<file path="config.mk">
export PLATFORM = sky130hd
export DESIGN_NAME = dbus_mem_arbiter
export DESIGN_NICKNAME = d
export VERILOG_FILES = /design/src/rtl/dbus_mem_arbiter.sv
export SDC_FILE = /design/constraint.sdc
export NUM_CORES = 1
export LEC_CHECK = 0
export CORE_AREA = 2 2 121 123
export CTS_CLUSTER_SIZE = 12
export DETAILED_ROUTE_END_ITERATION = 10
export DIE_AREA = 0 0 123 125
export PLACE_DENSITY = 0.69
export SLEW_MARGIN = 20
export SYNTH_ARGS = -nofsm -noshare
export SYNTH_HDL_FRONTEND = slang
export SYNTH_SLANG_ARGS = --single-unit
</file>
<file path="constraint.sdc">
create_clock -name clk -period 2.2 [get_ports clk]
set_input_delay 0.33 -clock clk [delete_from_list [all_inputs] [get_ports clk]]
set_output_delay 0.33 -clock clk [all_outputs]
set_load 0.005 [all_outputs]
</file>
<file path="src/rtl/dbus_mem_arbiter.sv">
// ============================================================================
// Module  : dbus_mem_arbiter
// Purpose : Two-master arbiter for the data-side memory/MMIO port. Round-robin
//           command grant and in-order read-response routing via an owner FIFO.
//           Optional macro DBUS_ARB_FIXED_PRIO_EN: m0 always wins contention.
// Revision: 1.0 - initial release
// ============================================================================
`default_nettype none

module dbus_mem_arbiter #(
    parameter int ADDR_W      = 32,
    parameter int DATA_W      = 32,
    parameter int OUTSTANDING = 2
) (
    input  logic              clk,
    input  logic              reset_n,

    input  logic              m0_cmd_valid,
    output logic              m0_cmd_ready,
    input  logic              m0_cmd_wr,
    input  logic [ADDR_W-1:0] m0_cmd_address,
    input  logic [DATA_W-1:0] m0_cmd_data,
    input  logic [1:0]        m0_cmd_size,
    output logic              m0_rsp_valid,
    output logic [DATA_W-1:0] m0_rsp_data,

    input  logic              m1_cmd_valid,
    output logic              m1_cmd_ready,
    input  logic              m1_cmd_wr,
    input  logic [ADDR_W-1:0] m1_cmd_address,
    input  logic [DATA_W-1:0] m1_cmd_data,
    input  logic [1:0]        m1_cmd_size,
    output logic              m1_rsp_valid,
    output logic [DATA_W-1:0] m1_rsp_data,

    output logic              s_cmd_valid,
    input  logic              s_cmd_ready,
    output logic              s_cmd_wr,
    output logic [ADDR_W-1:0] s_cmd_address,
    output logic [DATA_W-1:0] s_cmd_data,
    output logic [1:0]        s_cmd_size,
    input  logic              s_rsp_valid,
    input  logic [DATA_W-1:0] s_rsp_data,

    output logic              err_unexp_rsp
);

    localparam int PTR_W = (OUTSTANDING > 1) ? $clog2(OUTSTANDING) : 1;
    localparam int CNT_W = 3;
    localparam logic [CNT_W-1:0] C_DEPTH    = CNT_W'(OUTSTANDING);
    localparam logic [PTR_W-1:0] C_LAST_PTR = PTR_W'(OUTSTANDING - 1);

    // Owner FIFO: one bit per outstanding read, holding the issuing master id
    logic [OUTSTANDING-1:0] r_owner;
    logic [PTR_W-1:0]       r_rd_ptr;
    logic [PTR_W-1:0]       r_wr_ptr;
    logic [CNT_W-1:0]       r_count;
    logic                   r_hold;
    logic                   r_hold_id;
    logic                   r_err;

    logic                   w_empty;
    logic                   w_pop;
    logic                   w_push;
    logic                   w_full;
    logic                   w_grant;
    logic                   w_gnt_valid;
    logic                   w_gnt_wr;
    logic                   w_accept;
    logic                   w_head;

    assign w_empty = (r_count == '0);
    assign w_pop   = s_rsp_valid & ~w_empty;
    // A response in the same cycle frees its slot for a new read
    assign w_full  = (r_count == C_DEPTH) & ~w_pop;

`ifdef DBUS_ARB_FIXED_PRIO_EN
    always_comb begin
        w_grant = 1'b0;
        if (r_hold) begin
            w_grant = r_hold_id;
        end else if (m1_cmd_valid && !m0_cmd_valid) begin
            w_grant = 1'b1;
        end
    end
`else
    logic r_rr_last;

    always_comb begin
        w_grant = 1'b0;
        if (r_hold) begin
            w_grant = r_hold_id;
        end else if (m0_cmd_valid && !m1_cmd_valid) begin
            w_grant = 1'b0;
        end else if (m1_cmd_valid && !m0_cmd_valid) begin
            w_grant = 1'b1;
        end else begin
            w_grant = ~r_rr_last;
        end
    end

    always_ff @(posedge clk) begin
        if (!reset_n) begin
            r_rr_last <= 1'b1;
        end else if (w_accept) begin
            r_rr_last <= w_grant;
        end
    end
`endif

    assign w_gnt_valid   = w_grant ? m1_cmd_valid   : m0_cmd_valid;
    assign w_gnt_wr      = w_grant ? m1_cmd_wr      : m0_cmd_wr;
    assign s_cmd_wr      = w_gnt_wr;
    assign s_cmd_address = w_grant ? m1_cmd_address : m0_cmd_address;
    assign s_cmd_data    = w_grant ? m1_cmd_data    : m0_cmd_data;
    assign s_cmd_size    = w_grant ? m1_cmd_size    : m0_cmd_size;
    assign s_cmd_valid   = w_gnt_valid & (w_gnt_wr | ~w_full);

    assign m0_cmd_ready  = ~w_grant & s_cmd_ready & (m0_cmd_wr | ~w_full);
    assign m1_cmd_ready  =  w_grant & s_cmd_ready & (m1_cmd_wr | ~w_full);

    assign w_accept      = s_cmd_valid & s_cmd_ready;
    assign w_push        = w_accept & ~w_gnt_wr;

    assign w_head        = r_owner[r_rd_ptr];
    assign m0_rsp_valid  = w_pop & ~w_head;
    assign m1_rsp_valid  = w_pop &  w_head;
    assign m0_rsp_data   = s_rsp_data;
    assign m1_rsp_data   = s_rsp_data;
    assign err_unexp_rsp = r_err;

    always_ff @(posedge clk) begin
        if (!reset_n) begin
            r_owner   <= '0;
            r_rd_ptr  <= '0;
            r_wr_ptr  <= '0;
            r_count   <= '0;
            r_hold    <= 1'b0;
            r_hold_id <= 1'b0;
            r_err     <= 1'b0;
        end else begin
            if (w_push) begin
                r_owner[r_wr_ptr] <= w_grant;
                r_wr_ptr          <= (r_wr_ptr == C_LAST_PTR) ? '0 : r_wr_ptr + 1'b1;
            end
            if (w_pop) begin
                r_rd_ptr <= (r_rd_ptr == C_LAST_PTR) ? '0 : r_rd_ptr + 1'b1;
            end
            case ({w_push, w_pop})
                2'b10:   r_count <= r_count + 1'b1;
                2'b01:   r_count <= r_count - 1'b1;
                default: r_count <= r_count;
            endcase
            // Lock the grant while a presented command waits, so the slave never sees its payload swapped
            r_hold <= w_gnt_valid & ~w_accept;
            if (w_gnt_valid && !w_accept) begin
                r_hold_id <= w_grant;
            end
            if (s_rsp_valid && w_empty) begin
                r_err <= 1'b1;
            end
        end
    end

endmodule

`default_nettype wire

</file>
* Word-level counts from Yosys, hierarchy flattened *
Index checks and enable logic that the tools add are counted.

cells by class
  add/subtract/negate cells = 4
  magnitude comparators = 3
  equal/unequal tests = 3
  muxes and demuxes = 16
  bitwise gates (word level) = 23
  reductions and logical operators = 10

operator list
  kind                                                        count
  two-way mux 32 bit                                          2
  bitwise AND 1 bit                                           12
  two-way mux 1 bit                                           10
  NOT 1 bit                                                   8
  one-hot mux 3 bit (2 select lines)                          1
  logical AND 1 bit                                           5
  less-than comparator 1 x 2 -> 1 bit, second input constant  2
  adder 3 x 1 -> 3 bit, second input constant                 1
  == test 3 x 2 -> 1 bit, second input constant               1
  logical NOT 1 bit                                           3
  logical NOT 3 bit                                           1
  OR 1 bit                                                    3
  subtractor 3 x 1 -> 3 bit, second input constant            1
  adder 1 bit, second input constant                          2
  bitwise mux 2 bit                                           1
  == test 2 x 1 -> 1 bit, second input constant               1
  == test 2 bit, second input constant                        1
  two-way mux 2 bit                                           1
  nonzero test 2 bit                                          1
  demux 1 bit (select 1 bit)                                  1
  >= comparator 1 bit, second input constant                  1

storage, ports and cells
  bits in registers = 11
  input port bits = 172
  output and inout bits = 137
  word-level logic and storage cells = 67

* Depth between registers and ports, before layout *
Gate-level depths: netlist of run 1.

  word-level depth = 12
  gate-level depth with buffers = 10
  mapped depth without buffers = 10

* Least setup slack after synthesis of run 1 *
No wires, ideal clock.

  path kind = flip-flop to flip-flop
  start point = register r_count[0]
  end point = register r_count[2]
  library setup time = 0.076 ns
  arrival time = 2.207 ns
  data required time = 2.124 ns
  path slack = -0.083 ns
  stages on the path, launching flop included = 10
  buffers on the path = 1
  clock period less this slack = 2.283 ns
  cell sequence = dfxtp_1 > or4b_1 > buf_2 > nand3_1 > ha_1 > inv_1 > fa_1 > xor2_1 > or3_1 > a21boi_0

on the way
  longest elaborated chain between the ends = 12
  elaborated cells between the ends (all ways) = 17
  those cells by class = 2 x add/sub; 3 x eq/ne; 1 x mux; 9 x bitwise; 2 x reduce/logical

ends and longest elaborated chain
  element                                                                          line  text
  from (decl)                                                                      57    logic [CNT_W-1:0] r_count;
  from (signal assigned)                                                           150   2'b10: r_count <= r_count + 1'b1;
  from (signal assigned)                                                           151   2'b01: r_count <= r_count - 1'b1;
  from (signal assigned)                                                           152   default: r_count <= r_count;
  logical NOT 3 bit                                                                72    assign w_empty = (r_count == '0);
  NOT 1 bit                                                                        73    assign w_pop = s_rsp_valid & ~w_empty;
  bitwise AND 1 bit                                                                73
  NOT 1 bit                                                                        75    assign w_full = (r_count == C_DEPTH) & ~w_pop;
  bitwise AND 1 bit                                                                75
  NOT 1 bit                                                                        117   assign s_cmd_valid = w_gnt_valid & (w_gnt_wr | ~w_full);
  OR 1 bit                                                                         117
  bitwise AND 1 bit                                                                117
  bitwise AND 1 bit                                                                122   assign w_accept = s_cmd_valid & s_cmd_ready;
  bitwise AND 1 bit                                                                123   assign w_push = w_accept & ~w_gnt_wr;
  == test 2 x 1 -> 1 bit / == test 2 bit (equally long branches)                   149   case ({w_push, w_pop})
  one-hot mux 3 bit (2 select lines) / nonzero test 2 bit (equally long branches)  -

Parallel ways exist; a longest one is shown, timed or not.
A chain may end at the register's enable or synchronous reset.

* Worst setup path after layout of run 1 *
  start point = register r_count[2]
  end point = register r_count[2]

Same word-level chain as after synthesis.

==> results of run 1 <==
## registers in the layout, summed over array words and instances, names as in the netlist
name	cells
r_count	3
r_owner	2
err_unexp_rsp	1
r_hold	1
r_hold_id	1
r_rd_ptr	1
r_rr_last	1
r_wr_ptr	1
## how the worst max path moves through the flow
stage                             from             end  slack (ns)  cells past startpoint
after floorplan            s_rsp_valid      r_count[2]       -0.02                      9
after global placement    m0_cmd_valid  s_cmd_data[16]       -0.53                      8
after detailed placement   s_rsp_valid      r_count[2]       -0.54                      9
after CTS                 m0_cmd_valid  s_cmd_data[16]       -0.19                      9
after global routing        r_count[2]    m1_cmd_ready       -0.04                      5
final                       r_count[2]      r_count[2]        0.06                      8
## synth_stat cells, drive strengths merged (3+ instances only)
cell type and number:
mux2i 3, clkbuf 11, inv 11, nor2b 4
a21oi 5, nor3 3, nand2 204, o21ai 4
and2 3, nand3 4, nor2 6, dfxtp 11
buf 70, o31ai 3
## routing by layer
layer,GRT usage [%],wire length (microns),vias up
li1,-,-,1430
met1,11.6,3430,1183
met2,19.6,4740,176
met3,6.16,1550,19
met4,2.74,162,0
met5,0,0,-
## worst reg2reg max path, delay by kind of cell, from the launching register on
kind,cells,cell delay (ns)
xor gates and xnor gates,1,0.15
DFF,1,0.31
and+or+nand+nor,3,0.97
adders and majority gates,2,0.46
AOI/OAI and AO/OA,1,0.14
buffers and inverters,1,0.04
## through the flow
step	instance area (sq um)	util (%)	hold slack, ns	setup TNS (ns)
after CTS	4300	30.3	0.463	-0.359
final	4420	31.1	0.385	0
after detailed placement	4160	29.3	0.457	-36.12
after global routing	4420	31.1	0.428	-0.0744
after floorplan	2050	-	0.438	-0.0229
after global placement	4160	29.3	0.451	-34.49
## power by group
part | switching (mW) | internal [mW]
registers | 0.0278 | 0.245
logic | 0.610 | 0.902
clock network | 0.0880 | 0.243
total | 0.726 | 1.39
## layout make-up
type                       count  area, sq um
sequential                    11          223
fill                        1540         9790
clock buffer                   4         78.8
inverter                      11         41.3
timing repair buffer         259         2510
tap                          184          230
multi-input combinational    264         1330
## cells by family after synthesis
logic type	share of synthesized area (%)
and+or+nand+nor	47.5
buffers and inverters	29.3
AOI/OAI and AO/OA	8.05
DFF	10.8
xor gates and xnor gates	1.29
muxes	1.48
adders and majority gates	1.60
## timing repair
action,4_1_cts,5_1_grt
pin swaps,7,6
gates resized for setup,90,19
cloned,2,1
endpoints found under the setup margin,73,21
buffers inserted,4,6
==> metrics.md, run 1 <==
| Metric | Value |
|---|---|
| Status | `finished, final reports clean` |
| Mapped Area | `0.00204 sq mm` |
| R2R Setup Slk | `0.06 ns` |
| Hold path depth | `3` |
| Top FF cell, synth | `dfxtp_1` |
| Cell Rows | `44` |
| Final Cycle Share | `97.1%` |
| Startpoint Class | `register` |
| Min-Delay Startpoint | `s_rsp_valid` |
| Largest net degree at the start of global routing | `39` |
| Most frequent cells in the layout | `nand2_1, clkdlybuf4s50_1, dlygate4sd2_1` |
| RSZ-0062 raised after global routing | `true` |
| Final setup fails | `0` |
| Nets@finish | `724` |
| Vias in the first global route | `2666` |
| Post-DP HPWL | `7.59 mm` |
| Routed length per instance | `13.5 microns` |
| Area delta synth->final | `117%` |
| Core area | `0.0142 sq mm` |
| Power per Cell Area | `479 mW/mm^2` |
| Synth warn | `0` |
| Deepest clock path buffer count | `2` |
| CTS tree | `built` |
| Routed via count | `2808` |
| Worst path slowest cell | `or4b_4` |
| PortBufs | `212` |
| Layout Skew | `0.00248 ns` |
| Register area share after synthesis | `10.8%` |
| Clk slew on worst S/H paths | `0.04 ns` |
| Die width | `123 microns` |
| VDD IR max | `0.000353 V` |
| Leak | `2.20 nW` |
| Worst-margin pin slew | `0.408 ns` |
| Place WS | `-0.539 ns` |
| Die Area | `0.0154 sq mm` |
| Fmax | `468 MHz` |
| Initial antenna violation count | `0` |
| DRT iter0 DRCs | `54` |
| First-pass GRT wire length | `13.7 mm` |
| Number of cells after detailed placement | `716` |
| Critical path cell sequence | `or4b_4, nand3_4, ha_4, inv_2, fa_2, xor2_1, or3_1, a21boi_1` |
| Total CTS buffers | `3` |
| Final Hold Viols | `0` |
| Top cell type by total area after synthesis | `nand2_1` |
| Syn_nets | `541` |
| Fin crit period | `2.14 ns` |
| #FFs+latches synth | `11` |
| Crit Path Category | `register to register` |
| Worst path bufs/invs | `1` |
| Vias per Instance | `3.83` |
| Critical path data arrival time | `2.31 ns` |
| Power Total | `2.12 mW` |
| Top delay family on crit path | `simple AND/OR/NAND/NOR gates` |
| GRT Overall Usage | `11.2%` |
| Antenna cells | `0` |
| CP required | `2.37 ns` |
| H-tree depth | `1` |
| Synth async-reset ratio | `0%` |
| Final RePlAce weighted congestion | `0.783` |
| Die height | `125 microns` |
| Synth cell types | `40` |
| Synthesized instance count | `367` |
| Synth area leaders | `nand2_1, buf_4, dfxtp_1` |
| DRT Pass-1 Iters | `4` |
| Number of I/O pins | `309` |
| FF-to-FF End | `r_count[2]` |
| Post-synth EDFFs | `0` |
| Crit-path max cell delay | `0.57 ns` |
| Initial core utilization | `14.3%` |
| Final WL | `9.88 mm` |
| Hold Path Class | `input port to register` |
| Syn avg cell area | `5.55 sq um` |
| Clock sink total | `11` |
| Slew HR | `72.7%` |
| Final WS setup | `0.0628 ns` |
| Max Slew Vio Count | `0` |
| Crit-path max FO | `4` |
| Synth top area share | `37.6%` |
| Reg2Reg Depth | `8` |
| CP Capture Type | `register` |
| Finished Layout Cells | `733` |
| Max-cap violations | `0` |
| CTS Root Cell | `clkbuf_16` |
| Drc violations | `0` |
| Antenna-violating nets left | `0` |
| Clk Latency, worst-skew pair | `0.24 ns` |
| GR Overflow Total | `0` |
| Share of layout cells above drive strength 1 | `13.7%` |
| Commonest non-fill, non-tap cell in the layout | `nand2_1` |
| WHS Endpoint | `err_unexp_rsp` |
| Hold buffer count at CTS | `0` |
| Worst r2r src | `r_count[2]` |
Note: power is estimated with default switching activity, not from simulation.
==> run 2, diff against run 1 <==
--- a/config.mk
+++ b/config.mk
@@ -5,11 +5,13 @@
 export SDC_FILE = /design/constraint.sdc
 export NUM_CORES = 1
 export LEC_CHECK = 0
-export CORE_AREA = 2 2 121 123
+export CORE_AREA = 2 2 118 120
+export CTS_BUF_LIST = sky130_fd_sc_hd__clkbuf_4
 export CTS_CLUSTER_SIZE = 12
 export DETAILED_ROUTE_END_ITERATION = 10
-export DIE_AREA = 0 0 123 125
-export PLACE_DENSITY = 0.69
+export DIE_AREA = 0 0 120 122
+export MAX_ROUTING_LAYER = met4
+export PLACE_DENSITY = 0.72
 export SLEW_MARGIN = 20
 export SYNTH_ARGS = -nofsm -noshare
 export SYNTH_HDL_FRONTEND = slang
==> metrics.md, run 2 (synthesized netlist as in run 1, its figures left out) <==
| Metric | Value |
|---|---|
| GR Overflow Total | `0` |
| Routed length per instance | `13.2 microns` |
| Initial core utilization | `15.1%` |
| Clock sink total | `11` |
| Final RePlAce weighted congestion | `0.855` |
| Area delta synth->final | `111%` |
| Largest net degree at the start of global routing | `36` |
| R2R Setup Slk | `0.06 ns` |
| Largest Register | `r_count` |
| CTS tree | `built` |
| H-tree depth | `1` |
| First-pass GRT wire length | `13.7 mm` |
| Layout Skew | `0.00562 ns` |
| Largest registers | `r_count: 3 flops, r_owner: 2 flops` |
| Post-DP HPWL | `7.28 mm` |
| RSZ-0062 raised after global routing | `true` |
| Number of I/O pins | `309` |
| Antenna-violating nets left | `0` |
| Clk Latency, worst-skew pair | `0.27 ns` |
| Cell Rows | `43` |
| Startpoint Class | `register` |
| Clk slew on worst S/H paths | `0.08 ns` |
| Total CTS buffers | `3` |
| Min-Delay Startpoint | `r_owner[1]` |
| Core area | `0.0135 sq mm` |
| WHS Endpoint | `r_owner[1]` |
| Die width | `120 microns` |
| Most frequent cells in the layout | `nand2_1, clkdlybuf4s50_1, dlygate4sd2_1` |
| Crit Path Category | `register to output pin` |
| Crit-path max FO | `4` |
| CP required | `1.87 ns` |
| Critical path data arrival time | `1.85 ns` |
| FF-to-FF End | `r_count[2]` |
| Leak | `2.13 nW` |
| Deepest clock path buffer count | `2` |
| Vias per Instance | `3.98` |
| Reg2Reg Depth | `8` |
| Fin crit period | `2.18 ns` |
| Fmax | `458 MHz` |
| Hold Path Class | `register to register` |
| Worst hold slack | `0.466 ns` |
| Vias in the first global route | `2709` |
| DRT Pass-1 Iters | `4` |
| Final Hold Viols | `0` |
| Hold path depth | `2` |
| Antenna cells | `0` |
| GRT Overall Usage | `12.1%` |
| Die height | `122 microns` |
| Routed via count | `2902` |
| Aggregate negative setup slack | `0 ns` |
| DRT iter0 DRCs | `84` |
| Worst-margin pin slew | `0.402 ns` |
| Final WL | `9.62 mm` |
| Slew HR | `73.1%` |
| Worst r2r src | `r_count[0]` |
| Final Cycle Share | `99.3%` |
| Nets@finish | `724` |
| Share of layout cells above drive strength 1 | `18.2%` |
| Final setup fails | `0` |
| CP Capture Type | `output pin` |
| CTS Root Cell | `clkbuf_4` |
| Drc violations | `0` |
| Die Area | `0.0146 sq mm` |
| VDD IR max | `0.000272 V` |
| Commonest non-fill, non-tap cell in the layout | `nand2_1` |
| Power per Cell Area | `447 mW/mm^2` |
| Initial antenna violation count | `0` |
| Fill cells | `1450` |
| Max-cap violations | `0` |
| Flip-flop count of the largest register after layout | `3` |
| Status | `finished, final reports clean` |
| Max Slew Vio Count | `0` |
| PortBufs | `212` |
-- run 2: repair_timing --
| item | in CTS | in global routing |
|---|---|---|
| resized for setup | 128 | 34 |
| setup buffers | 12 | 1 |
| cloned | 4 | 0 |
| hold buffers | 0 | 0 |
| setup endpoints to repair | 73 | 37 |
| pin swaps | 11 | 3 |
-- run 2: worst max-delay path, cell delays in order, from the launching register on --
cell and delay (ns):
dfxtp_2 0.33, or4b_4 0.57, buf_6 0.15, buf_4 0.13, nor2_4 0.09, nor3_2 0.05, dlygate4sd2_1 0.26
-- run 2: worst max path at each step --
stage	startpoint	endpoint	slack [ns]	cells after the start
after floorplan	s_rsp_valid	r_count[2]	-0.02	9
after global placement	m0_cmd_valid	s_cmd_data[11]	-0.52	8
after detailed placement	m0_cmd_valid	s_cmd_data[11]	-0.55	8
after CTS	r_count[2]	s_cmd_valid	-0.007	6
after global routing	r_count[0]	m0_cmd_ready	-0.06	6
final	r_count[0]	m0_cmd_ready	0.02	6
-- run 2: cell type report --
class | count | area [sq um] | area share, %
Timing Repair Buffer | 259 | 2440 | 56.8
Tap cell | 180 | 225 | 5.25
Clock inverter | 1 | 5.00 | 0.117
Multi-Input combinational cell | 264 | 1330 | 31.0
Inverter | 11 | 41.3 | 0.963
Sequential cell | 11 | 225 | 5.25
Clock buffer | 3 | 22.5 | 0.525
-- run 2: stage by stage --
| stage | std cells | worst slack (ns) | utilization (%) | power, mW | instance area (sq um) |
|---|---|---|---|---|---|
| global placement | 710 | -0.524 | 30.6 | 1.75 | 4140 |
| detailed placement | 710 | -0.550 | 30.6 | 1.76 | 4140 |
| CTS | 730 | -0.00696 | 32.5 | 1.98 | 4400 |
| global route | 729 | -0.0575 | 31.8 | 2.09 | 4290 |
| finish | 729 | 0.0159 | 31.8 | 1.92 | 4290 |
| floorplan | 367 | -0.0229 | - | 0.931 | 2050 |
-- run 2: layer usage --
metal	GRT usage [%]	share of wire, %	routed length (microns)
met2	20.3	49	4670
met1	14.2	39	3740
met3	3.28	10	986
met5	-	0	0
met4	3.75	2.4	227
-- run 2: power by group --
part | internal (mW) | total (mW) | switching (mW)
clock network | 0.0673 | 0.140 | 0.0729
logic | 0.883 | 1.50 | 0.621
registers | 0.246 | 0.274 | 0.0274
==> run 3, diff against run 2 <==
--- a/config.mk
+++ b/config.mk
@@ -10,7 +10,6 @@
 export CTS_CLUSTER_SIZE = 12
 export DETAILED_ROUTE_END_ITERATION = 10
 export DIE_AREA = 0 0 120 122
-export MAX_ROUTING_LAYER = met4
 export PLACE_DENSITY = 0.72
 export SLEW_MARGIN = 20
 export SYNTH_ARGS = -nofsm -noshare
==> metrics.md, run 3 (synthesized netlist as in run 1, its figures left out) <==
| Metric | Value |
|---|---|
| Status | `finished, final reports clean` |
| Nets@finish | `724` |
| Aggregate negative setup slack | `0 ns` |
| Die width | `120 microns` |
| Cell Rows | `43` |
| Crit-path max cell delay | `0.57 ns` |
| Crit-path max FO | `4` |
| Number of I/O pins | `309` |
| Routed length per instance | `13.2 microns` |
| Fin crit period | `2.18 ns` |
| Largest net degree at the start of global routing | `36` |
| Antenna cells | `0` |
| Initial core utilization | `15.1%` |
| Clk Latency, worst-skew pair | `0.27 ns` |
| Routed via count | `2901` |
| Worst path slowest cell | `or4b_4` |
| Flip-flop count of the largest register after layout | `3` |
| Layout Skew | `0.00562 ns` |
| Final WS setup | `0.0159 ns` |
| Final setup fails | `0` |
| Final RePlAce weighted congestion | `0.842` |
| Critical path cell sequence | `or4b_4, buf_6, buf_4, nor2_4, nor3_2, dlygate4sd2_1` |
| CP required | `1.87 ns` |
| Final WL | `9.62 mm` |
| Hold buffer count at CTS | `0` |
| Max Slew Vio Count | `0` |
| Largest registers | `r_count: 3 flops, r_owner: 2 flops` |
| Worst-margin pin slew | `0.402 ns` |
| Vias in the first global route | `2704` |
| R2R Setup Slk | `0.06 ns` |
| Clock sink total | `11` |
| Commonest non-fill, non-tap cell in the layout | `nand2_1` |
| Die Area | `0.0146 sq mm` |
| Critical path data arrival time | `1.85 ns` |
| Largest Register | `r_count` |
| Clk slew on worst S/H paths | `0.08 ns` |
| Met1 GRT Util | `14.0%` |
| GRT met3 Usage | `3.56%` |
| Area delta synth->final | `111%` |
| CTS Root Cell | `clkbuf_4` |
| VDD IR max | `0.000272 V` |
| DRT iter0 DRCs | `84` |
| Die height | `122 microns` |
| Drc violations | `0` |
| Fmax | `458 MHz` |
| GR Overflow Total | `0` |
| CP Capture Type | `output pin` |
| H-tree depth | `1` |
| Final Cycle Share | `99.3%` |
| Post-DP HPWL | `7.28 mm` |
| Startpoint Class | `register` |
| Crit Path Category | `register to output pin` |
| Met2 Use GR | `20.2%` |
| First-pass GRT wire length | `13.7 mm` |
| Power per Cell Area | `447 mW/mm^2` |
| Initial antenna violation count | `0` |
| Final instance area | `0.00429 sq mm` |
| Worst path bufs/invs | `3` |
| Place WS | `-0.550 ns` |
| Grt peak-use layer | `met2` |
| Deepest clock path buffer count | `2` |
| Max-cap violations | `0` |
| Top delay family on crit path | `simple AND/OR/NAND/NOR gates` |
| Total CTS buffers | `3` |
| GRT Overall Usage | `11.8%` |
| Slew HR | `73.1%` |
| Hold Path Class | `register to register` |
| Antenna-violating nets left | `0` |
| CTS tree | `built` |
| Final Hold Viols | `0` |
| PortBufs | `212` |
| Vias per Instance | `3.98` |
| Most frequent cells in the layout | `nand2_1, clkdlybuf4s50_1, dlygate4sd2_1` |
| RSZ-0062 raised after global routing | `true` |
| Core area | `0.0135 sq mm` |
| Leak | `2.13 nW` |
| DP Area | `0.00414 sq mm` |
| Share of layout cells above drive strength 1 | `18.2%` |
| DRT Pass-1 Iters | `4` |
[run 3: routing by layer]
| layer | share of wire (%) | vias up |
|---|---|---|
| li1 | - | 1439 |
| met1 | 39 | 1261 |
| met2 | 48 | 171 |
| met3 | 10 | 30 |
| met4 | 2.5 | 0 |
| met5 | 0 | - |
[run 3: tightest hold or removal path: cells and delay by family, from the launching register on]
kind / cells / cell delay, ns
DFF: 1 / 0.31
muxes: 1 / 0.06
and+or+nand+nor: 1 / 0.05
[run 3: final cells by class]
class	count	area, sq um
Sequential cell	11	225
Fill cell	1450	9220
Clock inverter	1	5.00
Timing Repair Buffer	259	2440
Clock buffer	3	22.5
Inverter	11	41.3
Multi-Input combinational cell	264	1330
Tap cell	180	225
[run 3: path summary, 6_finish.rpt]
check,from,endpoint,depth (start not counted)
worst min register to register,r_owner[1],r_owner[1],2
worst max-delay path,r_count[0],m0_cmd_ready,6
worst max register to register,r_count[0],r_count[2],8
worst min-delay path,r_owner[1],r_owner[1],2
[run 3: power by group]
group          switching, mW  internal (mW)
registers             0.0274          0.246
logic                  0.621          0.883
clock network         0.0729         0.0673
total                  0.721           1.20
[run 3: timing repair]
item	CTS	global route
gates resized for setup	128	34
endpoints found under the setup margin	73	37
gates cloned	4	0
setup buffers	12	1
pin swaps	11	3
[run 3: per-stage QoR]
stage	instances	total power, mW	util (%)	hold slack [ns]
detailed placement	710	1.76	30.6	0.460
finish	729	1.92	31.8	0.466
global placement	710	1.75	30.6	0.450
global route	729	2.09	31.8	0.495
CTS	730	1.98	32.5	0.471
floorplan	367	0.931	-	0.438
==> patch: new RTL, flow settings as in run 1 <==
Add a define of `DBUS_ARB_FIXED_PRIO_EN`.
--- a/src/rtl/dbus_mem_arbiter.sv
+++ b/src/rtl/dbus_mem_arbiter.sv
@@ -6,6 +6,8 @@
 // Revision: 1.0 - initial release
 // ============================================================================
 `default_nettype none
+
+`define DBUS_ARB_FIXED_PRIO_EN
 
 module dbus_mem_arbiter #(
     parameter int ADDR_W      = 32,
Function: changed (a bounded check fails within 4 cycles, from zero or initial values and one cycle with reset_n low).
==> patch against run 1 <==
  * The run now ends with negative setup slack left
  * Non-clock buffer count down 9
  * Hold slack gained 0.085 ns
  * Sequential cell count down 1
  * Setup slack got worse by 0.098 ns
  * Clock skew about the same
  * Utilization is 2.1 points lower
  * Wire length increased by 7.1%
  * Fmax fell by 4.4%
  * Clock power rose by 7.3%
  * Total power down 19%
  * First-iteration DRC count decreased by 37%
  * Cell area down 6.6%
  * Synthesized area fell by 7.4%
  * Largest power group unchanged
  * Highest routed layer unchanged
==> patch: results (changes against run 1) <==
Parameter                              Value

Outcome
  Run status ... finished, violations left (was complete, no violations)
  Violated checks ... negative setup slack

Finish
  Non-clock inverter count in the final layout ... 7 (was 11)
  Non-clock buffer count in the final layout ... 250 (was 259)
  Layout-stage area growth over the synthesis result ... 119% (was 117%)
  Fraction of cell area in non-clock buffers ... 57.5% (was 56.9%)

Synth
  Cell count after synthesis ... 208 (was 367)
  Cell area after technology mapping ... 1890 um^2 (was 2040 um^2)
  Most area-hungry cell type in the Yosys netlist ... sky130_fd_sc_hd__mux2_2 (was sky130_fd_sc_hd__nand2_1)
  Post-synth top cells ... sky130_fd_sc_hd__buf_4, sky130_fd_sc_hd__mux2_2, sky130_fd_sc_hd__dfxtp_1, sky130_fd_sc_hd__mux2_1, sky130_fd_sc_hd__inv_1 (was sky130_fd_sc_hd__nand2_1, sky130_fd_sc_hd__buf_4, sky130_fd_sc_hd__clkbuf_1, sky130_fd_sc_hd__dfxtp_1, sky130_fd_sc_hd__inv_1)
  Count of unique library cells instantiated by Yosys ... 34 (was 40)
  Area fraction in compound gates after synthesis ... 5.11% (was 8.05%)

Routing
  Number of DRC violations after detailed-routing iteration 0 ... 34 (was 54)
  Wire length on met3 ... 1530 um (was 1550 um)
  Number of vias in the routed layout ... 2169 (was 2808)
  Number of vias per cell after detailed routing ... 3.78 (was 3.83)

Global route
  First-pass GRT wire length ... 13900 um (was 13700 um)
  Met1 demand-to-capacity share in global routing ... 13.0% (was 11.6%)
  GR Layer Usage met2 ... 21.4% (was 19.6%)
  Global routing usage summed across all routing layers ... 12.4% (was 11.2%)
  Vias in the first global route ... 2328 (was 2666)
  Largest net degree at the start of global routing ... 12 (was 39)

Timing
  Slack of the critical path ... -0.0353 ns (was 0.0628 ns)
  Post-Route Setup TNS ... -0.0353 ns (was 0 ns)
  Worst hold margin ... 0.470 ns (was 0.385 ns)
  Final Setup Violations ... 1 (was 0)
  Setup skew after layout ... 0.00199 ns (was 0.00248 ns)
  Transition at the pin with the smallest max-transition slack ... 0.326 ns (was 0.408 ns)

Clock tree
  Cts repair resizes ... 224 (was 90)
  Num Clock Sinks ... 10 (was 11)

Power
  Maximum resistive drop on vdd ... 303 uV (was 353 uV)
  Standby leakage power ... 1.79 nW (was 2.20 nW)
  Cell-internal power ... 1.22 mW (was 1.39 mW)
  Relative contribution of combinational cells to total power ... 64.7% (was 71.5%)

Critical path
  Worst-case reg-to-reg path depth ... 10 (was 8)
  Worst Path Max Fanout ... 2 (was 4)

Place
  Routability cong. ... 0.807 (was 0.783)
  Post-placement setup slack ... -0.524 ns (was -0.539 ns)
## patch: worst max-delay path, stage by stage, from the launching register on
cell                       delay (ns)
sky130_fd_sc_hd__dfxtp_1         0.31
sky130_fd_sc_hd__or4b_4          0.54
sky130_fd_sc_hd__nand2_2         0.08
sky130_fd_sc_hd__a21oi_2         0.04
sky130_fd_sc_hd__inv_1           0.06
sky130_fd_sc_hd__ha_2            0.18
sky130_fd_sc_hd__inv_2           0.04
sky130_fd_sc_hd__fa_2            0.32
sky130_fd_sc_hd__xor2_1          0.16
sky130_fd_sc_hd__or3_1           0.32
sky130_fd_sc_hd__a21boi_1        0.12
## patch: logic make-up after synthesis
| kind of cell | count (synthesis) |
|---|---|
| AOI/OAI and AO/OA | 15 |
| xor gates and xnor gates | 3 |
| adders and majority gates | 2 |
| buffers and inverters | 79 |
| DFF | 10 |
| muxes | 72 |
| and+or+nand+nor | 27 |
